==> src/rtl/arith_pkg.sv <==
// ---------------------------------------------------------------------------
// arith_pkg
// Shared definitions for the arithmetic library blocks.
//   state_t        : 2-bit FSM encoding used by the bit-serial subtractor
//   WIDTH_DEFAULT  : default operand/result width
// ---------------------------------------------------------------------------
package arith_pkg;

    localparam int WIDTH_DEFAULT = 16;

    typedef enum logic [1:0] {
        ST_IDLE  = 2'd0,
        ST_SHIFT = 2'd1,
        ST_DONE  = 2'd2
    } state_t;

endpackage : arith_pkg

==> src/rtl/full_subtractor.sv <==
// ---------------------------------------------------------------------------
// full_subtractor
// One-bit combinational subtractor cell computing a - b - bin.
// It can be used alone in a serial datapath or chained for a ripple subtractor.
// Ports:
//   a    in  1  minuend bit
//   b    in  1  subtrahend bit
//   bin  in  1  borrow in
//   d    out 1  difference bit
//   bout out 1  borrow out
// ---------------------------------------------------------------------------
module full_subtractor (
    input  logic a,
    input  logic b,
    input  logic bin,
    output logic d,
    output logic bout
);

    assign d    = a ^ b ^ bin;
    // A borrow is generated when a=0 and b=1.
    // An incoming borrow is passed on when a and b are equal.
    assign bout = (~a & b) | (~(a ^ b) & bin);

endmodule : full_subtractor

==> src/rtl/serial_subtractor.sv <==
// ---------------------------------------------------------------------------
// serial_subtractor
// Bit-serial unsigned subtractor: diff = a - b mod 2^WIDTH, LSB first,
// one bit per clock, using a single registered borrow flip-flop.
//
// Handshake: when the block is IDLE, start=1 on a rising edge accepts the
// operation and captures a and b on that edge. start is ignored in any other
// state and is not queued. After exactly WIDTH more edges, done rises for a
// single cycle. At that point diff, borrow and zero are valid. They hold their
// values until the next accepted start.
//
// Ports:
//   clk        in   1      rising-edge clock
//   reset_n    in   1      asynchronous active-low reset
//   start      in   1      request, sampled only in IDLE
//   a, b       in   WIDTH  operands, captured on the accepting edge
//   busy       out  1      high while shifting
//   done       out  1      one-cycle result-valid pulse
//   diff       out  WIDTH  a - b (mod 2^WIDTH)
//   borrow     out  1      final borrow-out (a < b unsigned)
//   zero       out  1      diff == 0
//   fsm_state  out  2      current FSM state (debug observation)
// ---------------------------------------------------------------------------
module serial_subtractor
    import arith_pkg::*;
#(
    parameter int WIDTH = WIDTH_DEFAULT
) (
    input  logic             clk,
    input  logic             reset_n,
    input  logic             start,
    input  logic [WIDTH-1:0] a,
    input  logic [WIDTH-1:0] b,
    output logic             busy,
    output logic             done,
    output logic [WIDTH-1:0] diff,
    output logic             borrow,
    output logic             zero,
    output logic [1:0]       fsm_state
);

    // The counter only reaches WIDTH-1, so clog2(WIDTH) bits are enough.
    localparam int CW = (WIDTH > 1) ? $clog2(WIDTH) : 1;

    state_t           state;
    state_t           state_next;
    logic [WIDTH-1:0] a_sr;
    logic [WIDTH-1:0] b_sr;
    logic [WIDTH-1:0] diff_q;
    logic [CW-1:0]    cnt;
    logic             bin_q;
    logic             zacc;
    logic             borrow_q;
    logic             zero_q;
    logic             bit_d;
    logic             bit_bout;
    logic             last_bit;

    full_subtractor u_full_subtractor (
        .a    (a_sr[0]),
        .b    (b_sr[0]),
        .bin  (bin_q),
        .d    (bit_d),
        .bout (bit_bout)
    );

    assign last_bit = (cnt == CW'(WIDTH - 1));

    // ---------------- FSM state register ----------------
    always_ff @(posedge clk or negedge reset_n) begin
        if (!reset_n) begin
            state <= ST_IDLE;
        end else begin
            state <= state_next;
        end
    end

    // ---------------- FSM next-state ----------------
    always_comb begin
        state_next = state;
        case (state)
            ST_IDLE:  if (start)    state_next = ST_SHIFT;
            ST_SHIFT: if (last_bit) state_next = ST_DONE;
            ST_DONE:                state_next = ST_IDLE;
            default:                state_next = ST_IDLE;
        endcase
    end

    // ---------------- Datapath ----------------
    always_ff @(posedge clk or negedge reset_n) begin
        if (!reset_n) begin
            a_sr     <= '0;
            b_sr     <= '0;
            diff_q   <= '0;
            cnt      <= '0;
            bin_q    <= 1'b0;
            zacc     <= 1'b0;
            borrow_q <= 1'b0;
            zero_q   <= 1'b1;
        end else begin
            case (state)
                ST_IDLE: begin
                    if (start) begin
                        a_sr  <= a;
                        b_sr  <= b;
                        cnt   <= '0;
                        bin_q <= 1'b0;
                        zacc  <= 1'b0;
                    end
                end
                ST_SHIFT: begin
                    a_sr   <= a_sr >> 1;
                    b_sr   <= b_sr >> 1;
                    diff_q <= {bit_d, diff_q[WIDTH-1:1]};
                    bin_q  <= bit_bout;
                    cnt    <= cnt + CW'(1);
                    zacc   <= zacc | bit_d;
                    // The flags are published on the edge that processes the
                    // final bit. That bit's contribution is folded in here because
                    // the accumulator has not captured it yet.
                    if (last_bit) begin
                        borrow_q <= bit_bout;
                        zero_q   <= ~(zacc | bit_d);
                    end
                end
                default: ;
            endcase
        end
    end

    // ---------------- Outputs (decoded from registers only) ----------------
    assign busy      = (state == ST_SHIFT);
    assign done      = (state == ST_DONE);
    assign diff      = diff_q;
    assign borrow    = borrow_q;
    assign zero      = zero_q;
    assign fsm_state = state;

endmodule : serial_subtractor

==> config.mk <==
export PLATFORM = sky130hd
export DESIGN_NAME = serial_subtractor
export DESIGN_NICKNAME = d
export VERILOG_FILES = /design/src/rtl/arith_pkg.sv /design/src/rtl/full_subtractor.sv /design/src/rtl/serial_subtractor.sv
export SDC_FILE = /design/constraint.sdc
export NUM_CORES = 1
export LEC_CHECK = 0
export ABC_AREA = 1
export CAP_MARGIN = 10
export CORE_MARGIN = 8
export CORE_UTILIZATION = 49
export DETAILED_ROUTE_END_ITERATION = 10
export PLACE_DENSITY = 0.75
export SLEW_MARGIN = 10
export SYNTH_ARGS = -nofsm -noshare
export SYNTH_HDL_FRONTEND = slang
export SYNTH_SLANG_ARGS = --single-unit
==> constraint.sdc <==
create_clock -name clk -period 1.4 [get_ports clk]
set_input_delay 0.35 -clock clk [delete_from_list [all_inputs] [get_ports clk]]
set_output_delay 0.35 -clock clk [all_outputs]
set_load 0.05 [all_outputs]
==> impl_metrics.json, run 1 <==
{
  "status": "finished, violations left",
  "violations": "negative setup slack",
  "antenna_found_initial": 0,
  "wl_um": 5908,
  "multiInputGateArea_um2": 910.9,
  "diodes": 0,
  "max_slew_margin": 0.7921,
  "synthMuxAreaShare": 0,
  "max_clock_freq_mhz": 687.5,
  "top_usage_layer": "met2",
  "path_class": "reg2out",
  "syn_inst": 284,
  "syn2layout_area_growth_pct": 45.62,
  "dp_hpwl_um": 3910,
  "hold_viol": 0,
  "yosys.area.top_type": "dfrtp_1",
  "hold_ws_ps": 7.668,
  "wl_per_cell_um": 13.97,
  "synth_top_family_by_area": "simple AND/OR/NAND/NOR gates",
  "cellLeakagePower_uw": 0.001690,
  "via_per_inst": 4.983,
  "remaining_drc_errors": 0,
  "synth_xor_area_frac": 0.003521,
  "grt_pass1_wl_um": 9998,
  "dr.pass1.iters": 4,
  "dominantRegCellSynth": "dfrtp_1",
  "place_area_um2": 3371,
  "clock-sinks": 58,
  "clkLatencyLatePin_ps": 330,
  "final_cell_mix": "nand2_1 (96), nand3_1 (68), dfrtp_1 (55)",
  "synth_area_per_cell_um2": 8.758,
  "path_cells": "nand2_4 > clkinv_4 > buf_12",
  "ir_worst_vdd_mv": 1.102,
  "yosysSeqAreaShare": 0.5840,
  "rsz0062_at_grt": "yes",
  "crit_buf_inv": 2,
  "ys_warn_count": 0,
  "cts-buffers-inserted": 9,
  "min_path_type": "in2async",
  "ios": 57,
  "final_util": 0.7230,
  "met3_usage": 0.04151,
  "cts.clk_slew.worst_paths_ps": 60,
  "seq_area_um2": 1455,
  "place.gp.congestion": 0.7573,
  "final_common_cell": "nand2_1",
  "die_w_um": 87.25,
  "synthAdderAreaFrac": 0.01308,
  "synth.top_cell.area_share": 0.5734,
  "power.total_uw": 8290,
  "p_per_area_nw_per_um2": 2289,
  "finalCritPeriodShare": 1.039,
  "slew_viol_final": 0,
  "totalNegativeSetupSlack_ps": -68.54,
  "drtIter0Drc": 112,
  "async_flop_share": 1.000,
  "cts_root_buffer": "clkbuf_8",
  "worst_setup_path_end_kind": "primary output",
  "crit_required_ps": 1050,
  "syn-num-nets": 321,
  "initial_utilization": 0.4965,
  "port_buffers": 56,
  "track_usage": 0.1691,
  "grt_pass1_vias": 2163,
  "setup_violations": 2,
  "setup_slack_ps": -54.59,
  "arrival_ps": 1100,
  "htreeDepth": 3,
  "vias": 2108,
  "synthTopCellsByArea": "dfrtp_1 (57%), nand2_1 (14%), nand3_1 (14%)",
  "antenna_left": 0,
  "syn_area_um2": 2487,
  "max_slew.worst_pin.slew_ps": 311.9,
  "clockBufferDepth": 2,
  "cp_num_cells": 3,
  "slowest_stage": "dfrtp_2",
  "core_um2": 5010,
  "crit_fanout": 4,
  "nFillCells": 386,
  "rows": 26,
  "yosysUniqueCellTypes": 21,
  "r2r_cells": 7,
  "grtUsageMet2": 0.2796,
  "synth_edf_count": 0,
  "cap_violations": 0,
  "grt_max_degree": 59,
  "use_met1": 0.2002,
  "overflow": 0,
  "drive_gt1_frac": 0.1728,
  "crit_path_max_incr_delay_ps": 470,
  "nNetsFinal": 385,
  "critPathTopFamily": "flip-flops",
  "synthSimpleGateAreaFrac": 0.2963,
  "synth-compound-area-share": 0.04527,
  "stdcell_area_um2": 3622,
  "skew_ps": 7.573,
  "synth-seq-cells": 58,
  "dieArea_um2": 7613,
  "crit_path_start_kind": "register",
  "die_y_um": 87.25,
  "layout_min_cycle_time_ps": 1455,
  "cts_tree": "done"
}
==> worst register-to-register path, cell delays in order (launching register included) <==
cell	delay (ps)
dfrtp_2	430
inv_4	90
buf_4	110
nand2_1	100
nor2_2	190
buf_12	190
nand2_1	80
nand3_1	70
==> synth_stat cells (2+ instances only) <==
cell type,instances
buf_2,10
buf_4,4
inv_1,11
nor2_1,3
clkbuf_1,3
o21ai_0,10
dfrtp_1,57
inv_2,2
o21ai_1,9
nor2_2,2
nand3_1,68
nand2_1,96
==> sequential cells by signal, indices dropped and copies added, names as in the netlist <==
name	flops
a_sr	16
zero	1
fsm_state	2
borrow	1
b_sr	16
cnt	4
zacc	1
bin_q	1
diff	16
==> layout make-up <==
type,count,share of cell area
inverters,13,0.01554
multi-input cells,195,0.2515
well taps,70,0.02418
clock buffers,13,0.03834
clock inverters,3,0.01105
repair buffers,71,0.2577
flip-flops and latches,58,0.4017
==> kinds of logic after synthesis <==
family | count (synthesis)
adders and majority gates | 2
DFF | 58
AOI/OAI and AO/OA | 21
and+or+nand+nor | 171
buffers and inverters | 31
xor gates and xnor gates | 1
==> per-stage QoR <==
step	setup slack (ps)	instances
detailed placement	-118.9	401
global placement	-67.16	401
floorplan	14.85	284
global route	-94.93	423
CTS	-75.19	421
finish	-54.59	423
==> final timing paths <==
check	slack, ps	from	to
worst max-delay path	-50	fsm_state[0]	busy
worst min-delay path	8	reset_n	diff[2]
worst max register to register	70	fsm_state[1]	b_sr[14]
worst min register to register	490	a_sr[15]	a_sr[14]
max in group asynchronous	1080	reset_n	zero
min in group clk	490	a_sr[15]	a_sr[14]
==> report_power, final <==
| group | switching, uW | total, uW | internal [uW] |
|---|---|---|---|
| clock | 609 | 1430 | 819 |
| sequential | 562 | 2930 | 2370 |
| combinational | 2160 | 3930 | 1770 |
| total | 3330 | 8290 | 4960 |
==> repair_timing <==
action,4_1_cts,5_1_grt
hold buffers,0,0
gates cloned,0,0
pin swaps,1,1
setup endpoints to repair,3,9
buffers inserted,4,2
gates resized for setup,4,6
==> metal layers <==
metal	wire, um	part of all wire
met4	98	0.017
met1	2458	0.42
met5	0	0
met3	272	0.046
met2	3079	0.52
Power figures use the tool's default switching activity.
==> run 2: changes to the inputs <==
--- a/config.mk
+++ b/config.mk
@@ -10,6 +10,7 @@
 export CORE_MARGIN = 8
 export CORE_UTILIZATION = 49
 export DETAILED_ROUTE_END_ITERATION = 10
+export MAX_ROUTING_LAYER = met4
 export PLACE_DENSITY = 0.75
 export SLEW_MARGIN = 10
 export SYNTH_ARGS = -nofsm -noshare
==> impl_metrics.json, run 2 (same netlist as run 1, synthesis figures left out) <==
{
  "status": "finished, violations left",
  "violations": "negative setup slack",
  "power.share.clock": 0.172,
  "antenna_left": 0,
  "final_cells": 423,
  "vias": 2130,
  "hold_buffers": 0,
  "max_clock_freq_mhz": 687.8,
  "grt_pass1_vias": 2166,
  "wl_per_cell_um": 14.11,
  "final_common_cell": "nand2_1",
  "slowest_stage": "dfrtp_2",
  "initial_utilization": 0.4965,
  "grt_max_degree": 59,
  "final_cell_mix": "nand2_1 (96), nand3_1 (68), dfrtp_1 (55)",
  "track_usage": 0.1725,
  "worst_setup_path_end_kind": "primary output",
  "dieArea_um2": 7613,
  "rows": 26,
  "final_util": 0.7230,
  "ios": 57,
  "min_path_type": "in2async",
  "die_y_um": 87.25,
  "max_slew.worst_pin.slew_ps": 313.1,
  "drive_gt1_frac": 0.1728,
  "diodes": 0,
  "die_w_um": 87.25,
  "switching_power_uw": 3342,
  "htreeDepth": 3,
  "combPwrFrac": 0.474,
  "dr.pass1.iters": 4,
  "place_area_um2": 3371,
  "path_class": "reg2out",
  "critPathTopFamily": "flip-flops",
  "grt_pass1_wl_um": 9998,
  "remaining_drc_errors": 0,
  "antenna_found_initial": 0,
  "via_per_inst": 5.035,
  "sw_frac_of_total": 0.4028,
  "clock-sinks": 58,
  "drtIter0Drc": 92,
  "dr_wl_met2_um": 3121,
  "finalCritPeriodShare": 1.039,
  "top_layer_used": "met4",
  "layout_min_cycle_time_ps": 1454,
  "power.total_uw": 8298,
  "p_per_area_nw_per_um2": 2291,
  "dp_hpwl_um": 3910,
  "place.gp.congestion": 0.7671,
  "core_um2": 5010,
  "arrival_ps": 1100,
  "cts-buffers-inserted": 9,
  "crit_path_start_kind": "register",
  "nFillCells": 386,
  "wl_met1_um": 2526,
  "setup_slack_ps": -53.90,
  "crit_fanout": 4,
  "wl_met3_um": 233,
  "cts.clk_slew.worst_paths_ps": 70,
  "crit_path_max_incr_delay_ps": 470,
  "skew_ps": 8.803,
  "wl_um": 5969,
  "seq_power_share": 0.354,
  "p_int_uw": 4955,
  "nNetsFinal": 385,
  "cellLeakagePower_uw": 0.001690,
  "place_inst": 401,
  "crit_required_ps": 1050,
  "cts_tree": "done",
  "setup_violations": 2,
  "overflow": 0,
  "totalNegativeSetupSlack_ps": -67.43,
  "stdcell_area_um2": 3622,
  "cap_violations": 0,
  "max_slew_margin": 0.7913,
  "port_buffers": 56,
  "hold_viol": 0,
  "syn2layout_area_growth_pct": 45.62,
  "clockBufferDepth": 2,
  "cts_root_buffer": "clkbuf_8",
  "clkLatencyLatePin_ps": 330,
  "rsz0062_at_grt": "yes",
  "crit_buf_inv": 2,
  "ir_worst_vdd_mv": 1.103,
  "path_cells": "nand2_4 > clkinv_4 > buf_12",
  "slew_viol_final": 0
}
run 2: cell counts in the layout (fill, tap and decap cells not counted):
No cell type changed its count.
run 2: final cells by class:
class | count | area, um2 | share of cell area
Sequential cell | 58 | 1455 | 0.4017
Timing Repair Buffer | 71 | 933.4 | 0.2577
Multi-Input combinational cell | 195 | 910.9 | 0.2515
Clock buffer | 13 | 138.9 | 0.03834
Tap cell | 70 | 87.58 | 0.02418
Inverter | 13 | 56.30 | 0.01554
Clock inverter | 3 | 40.04 | 0.01105
run 2: through the flow:
step	setup slack (ps)	hold slack, ps
2_1_floorplan	14.85	54.41
3_3_place_gp	-67.16	372.7
3_5_place_dp	-118.9	371.6
4_1_cts	-75.19	12.65
5_1_grt	-89.56	25.25
6_report	-53.90	8.983
run 2: routing by layer:
metal | track usage | vias up
li1 | - | 1053
met1 | 0.2002 | 1020
met2 | 0.2803 | 48
met3 | 0.03491 | 9
met4 | 0.08125 | 0
met5 | - | -
run 2: power by group through the flow:
stage	Combinational, uW	Clock [uW]	Sequential (uW)
3_5_place_dp	3790	0	2950
4_1_cts	3890	1460	2940
2_1_floorplan	1460	0	3540
5_1_grt	4250	1540	3020
3_3_place_gp	3720	0	2920
6_report	3940	1430	2940
run 2: worst paths after layout:
kind	start	to	slack (ps)	cells past startpoint
max in group asynchronous	reset_n	zero	1080	2
worst min-delay path	reset_n	diff[2]	9	2
worst min register to register	a_sr[15]	a_sr[14]	490	2
min in group clk	a_sr[15]	a_sr[14]	490	2
worst max-delay path	fsm_state[0]	busy	-50	3
worst max register to register	fsm_state[1]	b_sr[14]	70	7
run 2: repair_timing:
action | CTS | global route
endpoints found under the setup margin | 3 | 10
pin swaps | 1 | 1
buffers inserted | 4 | 2
gates resized for setup | 4 | 6
